File: src/rtl/shift_arbiter_pkg.sv
// Shared types for the shift arbiter: direction, request bundle, slot state.
// The rot field exists only when SHIFT_ARB_ROTATE_EN is defined.
package shift_arb_pkg;

    localparam int SHIFT_W = 8;

    typedef enum logic {
        SHL = 1'b0,
        SHR = 1'b1
    } shift_dir_e;

    typedef enum logic {
        EMPTY = 1'b0,
        FULL  = 1'b1
    } slot_state_e;

    typedef struct packed {
        logic [SHIFT_W-1:0] operand;
        logic [SHIFT_W-1:0] amount;
        shift_dir_e         dir;
`ifdef SHIFT_ARB_ROTATE_EN
        logic               rot;
`endif
    } shift_req_t;

endpackage

File: src/rtl/shift_arbiter_rr.sv
// Round-robin arbiter: first valid requester at or after ptr, wrapping mod N.
// Purely combinational; the caller owns and advances the pointer.
module rr_arbiter #(
    parameter int N  = 2,
    parameter int IW = (N > 1) ? $clog2(N) : 1
) (
    input  logic [N-1:0]  req,
    input  logic [IW-1:0] ptr,
    input  logic          en,
    output logic [N-1:0]  gnt,
    output logic [IW-1:0] gnt_idx,
    output logic          gnt_vld
);

    function automatic logic [IW-1:0] wrap(logic [IW-1:0] p, int k);
        int s;
        s = int'(p) + k;
        if (s >= N) s = s - N;
        return IW'(s);
    endfunction

    always_comb begin
        gnt     = '0;
        gnt_idx = '0;
        gnt_vld = 1'b0;
        for (int k = 0; k < N; k++) begin
            if (en && !gnt_vld && req[wrap(ptr, k)]) begin
                gnt_vld              = 1'b1;
                gnt_idx              = wrap(ptr, k);
                gnt[wrap(ptr, k)]    = 1'b1;
            end
        end
    end

endmodule

File: src/rtl/shift_arbiter.sv
// Round-robin shared 8-bit shifter with one registered, id-tagged response slot.
// Define SHIFT_ARB_ROTATE_EN to add req_rot (per-requester rotate select).
module shift_arbiter
    import shift_arb_pkg::*;
#(
    parameter int NUM_REQ = 2,
    parameter int DATA_W  = 8,
    parameter int ID_W    = (NUM_REQ > 1) ? $clog2(NUM_REQ) : 1
) (
    input  logic                       clk,
    input  logic                       rst_n,
    input  logic [NUM_REQ-1:0]         req_valid,
    output logic [NUM_REQ-1:0]         req_ready,
    input  logic [NUM_REQ*SHIFT_W-1:0] req_operand,
    input  logic [NUM_REQ*SHIFT_W-1:0] req_amount,
    input  logic [NUM_REQ-1:0]         req_dir,
`ifdef SHIFT_ARB_ROTATE_EN
    input  logic [NUM_REQ-1:0]         req_rot,
`endif
    output logic                       rsp_valid,
    input  logic                       rsp_ready,
    output logic [DATA_W-1:0]          rsp_result,
    output logic [ID_W-1:0]            rsp_id
);

    if (DATA_W != SHIFT_W) begin : g_bad_data_w
        $error("shift_arbiter: DATA_W must be 8");
    end
    if (NUM_REQ < 2 || NUM_REQ > 8) begin : g_bad_num_req
        $error("shift_arbiter: NUM_REQ must be 2..8");
    end

    slot_state_e                 state, state_nxt;
    shift_req_t [NUM_REQ-1:0]    reqs;
    shift_req_t                  sel;
    logic [ID_W-1:0]             ptr;
    logic [ID_W-1:0]             gnt_idx;
    logic                        gnt_vld;
    logic                        free;
    logic                        accept;

    function automatic logic [SHIFT_W-1:0] shift_op(shift_req_t r);
        logic [2:0] sh;
`ifdef SHIFT_ARB_ROTATE_EN
        logic [2*SHIFT_W-1:0] rl, rr;
`endif
        sh = r.amount[2:0];
`ifdef SHIFT_ARB_ROTATE_EN
        // Rotate via a doubled operand so wrap-around bits fall out naturally.
        if (r.rot) begin
            rl = {r.operand, r.operand} << sh;
            rr = {r.operand, r.operand} >> sh;
            return (r.dir == SHL) ? rl[2*SHIFT_W-1:SHIFT_W] : rr[SHIFT_W-1:0];
        end
`endif
        if (r.amount >= 8'(SHIFT_W)) return '0;
        return (r.dir == SHL) ? (r.operand << sh) : (r.operand >> sh);
    endfunction

    always_comb begin
        for (int i = 0; i < NUM_REQ; i++) begin
            reqs[i].operand = req_operand[SHIFT_W*i +: SHIFT_W];
            reqs[i].amount  = req_amount[SHIFT_W*i +: SHIFT_W];
            reqs[i].dir     = shift_dir_e'(req_dir[i]);
`ifdef SHIFT_ARB_ROTATE_EN
            reqs[i].rot     = req_rot[i];
`endif
        end
    end

    // Gating with rst_n keeps req_ready low while reset is held.
    assign free = (state == EMPTY) || rsp_ready;

    rr_arbiter #(.N(NUM_REQ), .IW(ID_W)) u_arb (
        .req     (req_valid),
        .ptr     (ptr),
        .en      (free && rst_n),
        .gnt     (req_ready),
        .gnt_idx (gnt_idx),
        .gnt_vld (gnt_vld)
    );

    // A grant is only ever issued to a valid requester, so grant == accept.
    assign accept    = gnt_vld;
    assign sel       = reqs[gnt_idx];
    assign rsp_valid = (state == FULL);

    always_ff @(posedge clk or negedge rst_n) begin
        if (!rst_n) state <= EMPTY;
        else        state <= state_nxt;
    end

    always_comb begin
        state_nxt = state;
        case (state)
            EMPTY:   if (accept) state_nxt = FULL;
            FULL:    if (rsp_ready && !accept) state_nxt = EMPTY;
            default: state_nxt = EMPTY;
        endcase
    end

    always_ff @(posedge clk or negedge rst_n) begin
        if (!rst_n) begin
            rsp_result <= '0;
            rsp_id     <= '0;
            ptr        <= '0;
        end else if (accept) begin
            rsp_result <= shift_op(sel);
            rsp_id     <= gnt_idx;
            ptr        <= (gnt_idx == ID_W'(NUM_REQ-1)) ? '0 : gnt_idx + 1'b1;
        end
    end

endmodule

File: config.mk
export PLATFORM = sky130hd
export DESIGN_NAME = shift_arbiter
export DESIGN_NICKNAME = d
export VERILOG_FILES = /design/src/rtl/shift_arbiter_pkg.sv /design/src/rtl/shift_arbiter_rr.sv /design/src/rtl/shift_arbiter.sv
export SDC_FILE = /design/constraint.sdc
export NUM_CORES = 1
export LEC_CHECK = 0
export CAP_MARGIN = 20
export CORE_MARGIN = 2
export CORE_UTILIZATION = 35
export CTS_BUF_LIST = sky130_fd_sc_hd__clkbuf_8 sky130_fd_sc_hd__clkbuf_16
export DETAILED_ROUTE_END_ITERATION = 10
export HOLD_SLACK_MARGIN = 0.06
export PLACE_DENSITY_LB_ADDON = 0.15
export SLEW_MARGIN = 20
export SYNTH_ARGS = -nofsm -noshare
export SYNTH_HDL_FRONTEND = slang
export SYNTH_SLANG_ARGS = --single-unit
export TNS_END_PERCENT = 30
File: constraint.sdc
create_clock -name clk -period 4.8 [get_ports clk]
set_input_delay 1.2 -clock clk [delete_from_list [all_inputs] [get_ports clk]]
set_output_delay 1.2 -clock clk [all_outputs]
set_load 0.01 [all_outputs]
==> results.cfg <==
[clock_tree]
cts_tree = done
clkSinkCount = 11
numCtsBuffers = 3
ctsHoldBuffers = 0
h-tree-depth = 1
cts_resized = 0
post_cts_buffers = 0
clk_latency_ps = 240
cts.clk_slew.worst_paths_ps = 50
clk_path_buf_depth = 2
cts_root_buf = clkbuf_8

[floorplanning]
initial_core_util = 0.3638
rows = 26
design.core.area_sq_um = 5107
die-area_sq_um = 5907
boundaryPins = 51
die_height_um = 76.86
fp.dieW_um = 76.86

[placement]
place_congestion = 0.8027
dpl.cell_count = 305
port_buffers = 50
hpwlAfterDp_mm = 4.130

[synth]
yosysWarnings = 0
synth_area_leaders = dfrtp_1 (15%), mux4_2 (13%), mux2i_1 (12%)
synth_most_common_cell = mux2i_1
synth_edf_count = 0
synthCells = 203
synthDistinctLibCells = 55
synth_flop_cell = dfrtp_1
synth_fp_nets = 242
synth.avg_cell_area_sq_um = 9.153
syn_area_sq_um = 1858
ys_ff_latch = 11
synth_top_area_frac = 0.1481
synth_commonest_cells = mux2i_1 (22), dfrtp_1 (11), mux4_2 (11)
yosys.area.top_type = dfrtp_1
synthArstFlopShare = 1.000
yosysSeqAreaShare = 0.1481

[global_route]
grt_overflow = 0
grt_pass1_vias = 1728
grt_max_degree = 21
grtUsageTotal = 0.1834
grt_pass1_wl_mm = 8.866
antenna_found_initial = 0

[power_and_ir_drop]
leakagePower_nw = 0.8984
irDropWorstVdd_v = 0.00008431
p_per_area_nw_per_um2 = 163.2

[finish]
area_delta_synth_final_pct = 26.94
drive_gt1_frac = 0.1339
nets = 279
fillers = 523
diodes = 0
post-route-util = 0.4618
register_area_sq_um = 275.3
multi_input_area_sq_um = 1399
fin_cells = 309

[route]
ant_nets = 0
drc = 0
drtIter0Drc = 145
dr_total_vias = 1803
viasPerCell = 5.835
detail_route.wl_per_cell_um = 17.49
wl_mm = 5.405
first_pass_iters = 4

[timing]
period_share = 0.8380
worst-slew-pin-transition_ps = 852.2
timing.setup.tns_ps = 0
rsz0062_at_grt = no
hold_viol_final = 0
drv_slew = 0
hold_ws_ps = 482.1
clock_skew_ps = 0.6411
min_period_ps = 4022
fmax_ghz = 0.2486
finalSetupViolCount = 0
maxSlewHeadroom = 0.4294

[critical_path]
critPathArrivalTime_ps = 2820
regToRegSetupSlack_ps = 2980
path_class = input pin to output pin
worstPathRequired_ps = 3600
worstPathMaxFanout = 6
cp-start-kind = input pin
endpoint_kind = output pin

[flow_run]
drv_cap = 0

[run_status]
outcome = finished clean

[hold_path]
worstHoldPathType = flip-flop to flip-flop
## cell type report
class                           instances  area share
Clock inverter                          1    0.001592
Tap cell                               70     0.03714
Clock buffer                            3     0.01751
Multi-Input combinational cell        165      0.5931
Inverter                                5    0.009019
Timing Repair Buffer                   54      0.2249
Sequential cell                        11      0.1167
## final timing paths
path                            endpoint          start  cells after the start
max in group asynchronous  rsp_result[7]          rst_n                      2
hold / removal             rsp_result[2]  rsp_result[2]                      1
hold reg to reg            rsp_result[2]  rsp_result[2]                      1
setup reg to reg           rsp_result[1]            ptr                      6
min in group asynchronous      rsp_valid          rst_n                      2
setup / recovery            req_ready[0]   req_valid[1]                      4
## logic make-up after synthesis
| group | Yosys count | share of synthesized area |
|---|---|---|
| mux | 42 | 0.3145 |
| buf+inv | 27 | 0.09899 |
| simple gates | 63 | 0.2081 |
| flops | 11 | 0.1481 |
| compound gates | 60 | 0.2303 |
## cell usage in the layout, fill, tap and decap left out, drive strengths merged, types with 5 or more instances in the layout
cell / netlist / routed
mux2i: 22 / 22
nand2: 11 / 11
mux4: 12 / 12
mux2: 8 / 8
inv: 5 / 6
nor2: 12 / 12
a211oi: 6 / 6
clkdlybuf4s50: 0 / 50
dfrtp: 11 / 11
nor3: 5 / 5
nand2b: 5 / 5
o21ai: 11 / 11
a21oi: 8 / 8
nand3b: 8 / 8
o2111ai: 5 / 5
## critical path, stage by stage
cell	delay (ps)
clkdlybuf4s50_1	520
and2_1	230
and4b_1	310
clkdlybuf4s50_1	560
## state kept, by name, indices dropped and copies added, names as in the netlist
| signal | count |
|---|---|
| rsp_id | 1 |
| rsp_result | 8 |
| rsp_valid | 1 |
| ptr | 1 |
## stage by stage
| stage | power [mW] | setup slack [ps] | cell area [sq um] |
|---|---|---|---|
| floorplan | 0.2254 | 1801 | 1858 |
| global placement | 0.2939 | 816.6 | 2313 |
| detailed placement | 0.2931 | 784.6 | 2313 |
| CTS | 0.3858 | 773.6 | 2359 |
| global route | 0.4080 | 667.9 | 2359 |
| finish | 0.3849 | 777.5 | 2359 |
## where the power goes
part / internal, mW / switching, mW
registers: 0.0990 / 0.00412
logic: 0.0955 / 0.0935
clock network: 0.0563 / 0.0364
total: 0.251 / 0.134
## metal layers
layer	routed length, um	up-vias	global-route usage	part of all wire
met5	0	-	0	0
met4	10	0	0.02727	0.0019
met3	265	2	0.02824	0.049
met2	2591	50	0.2947	0.48
met1	2538	866	0.2644	0.47
li1	-	885	-	-
No activity file was read; power rests on OpenSTA's default activity.
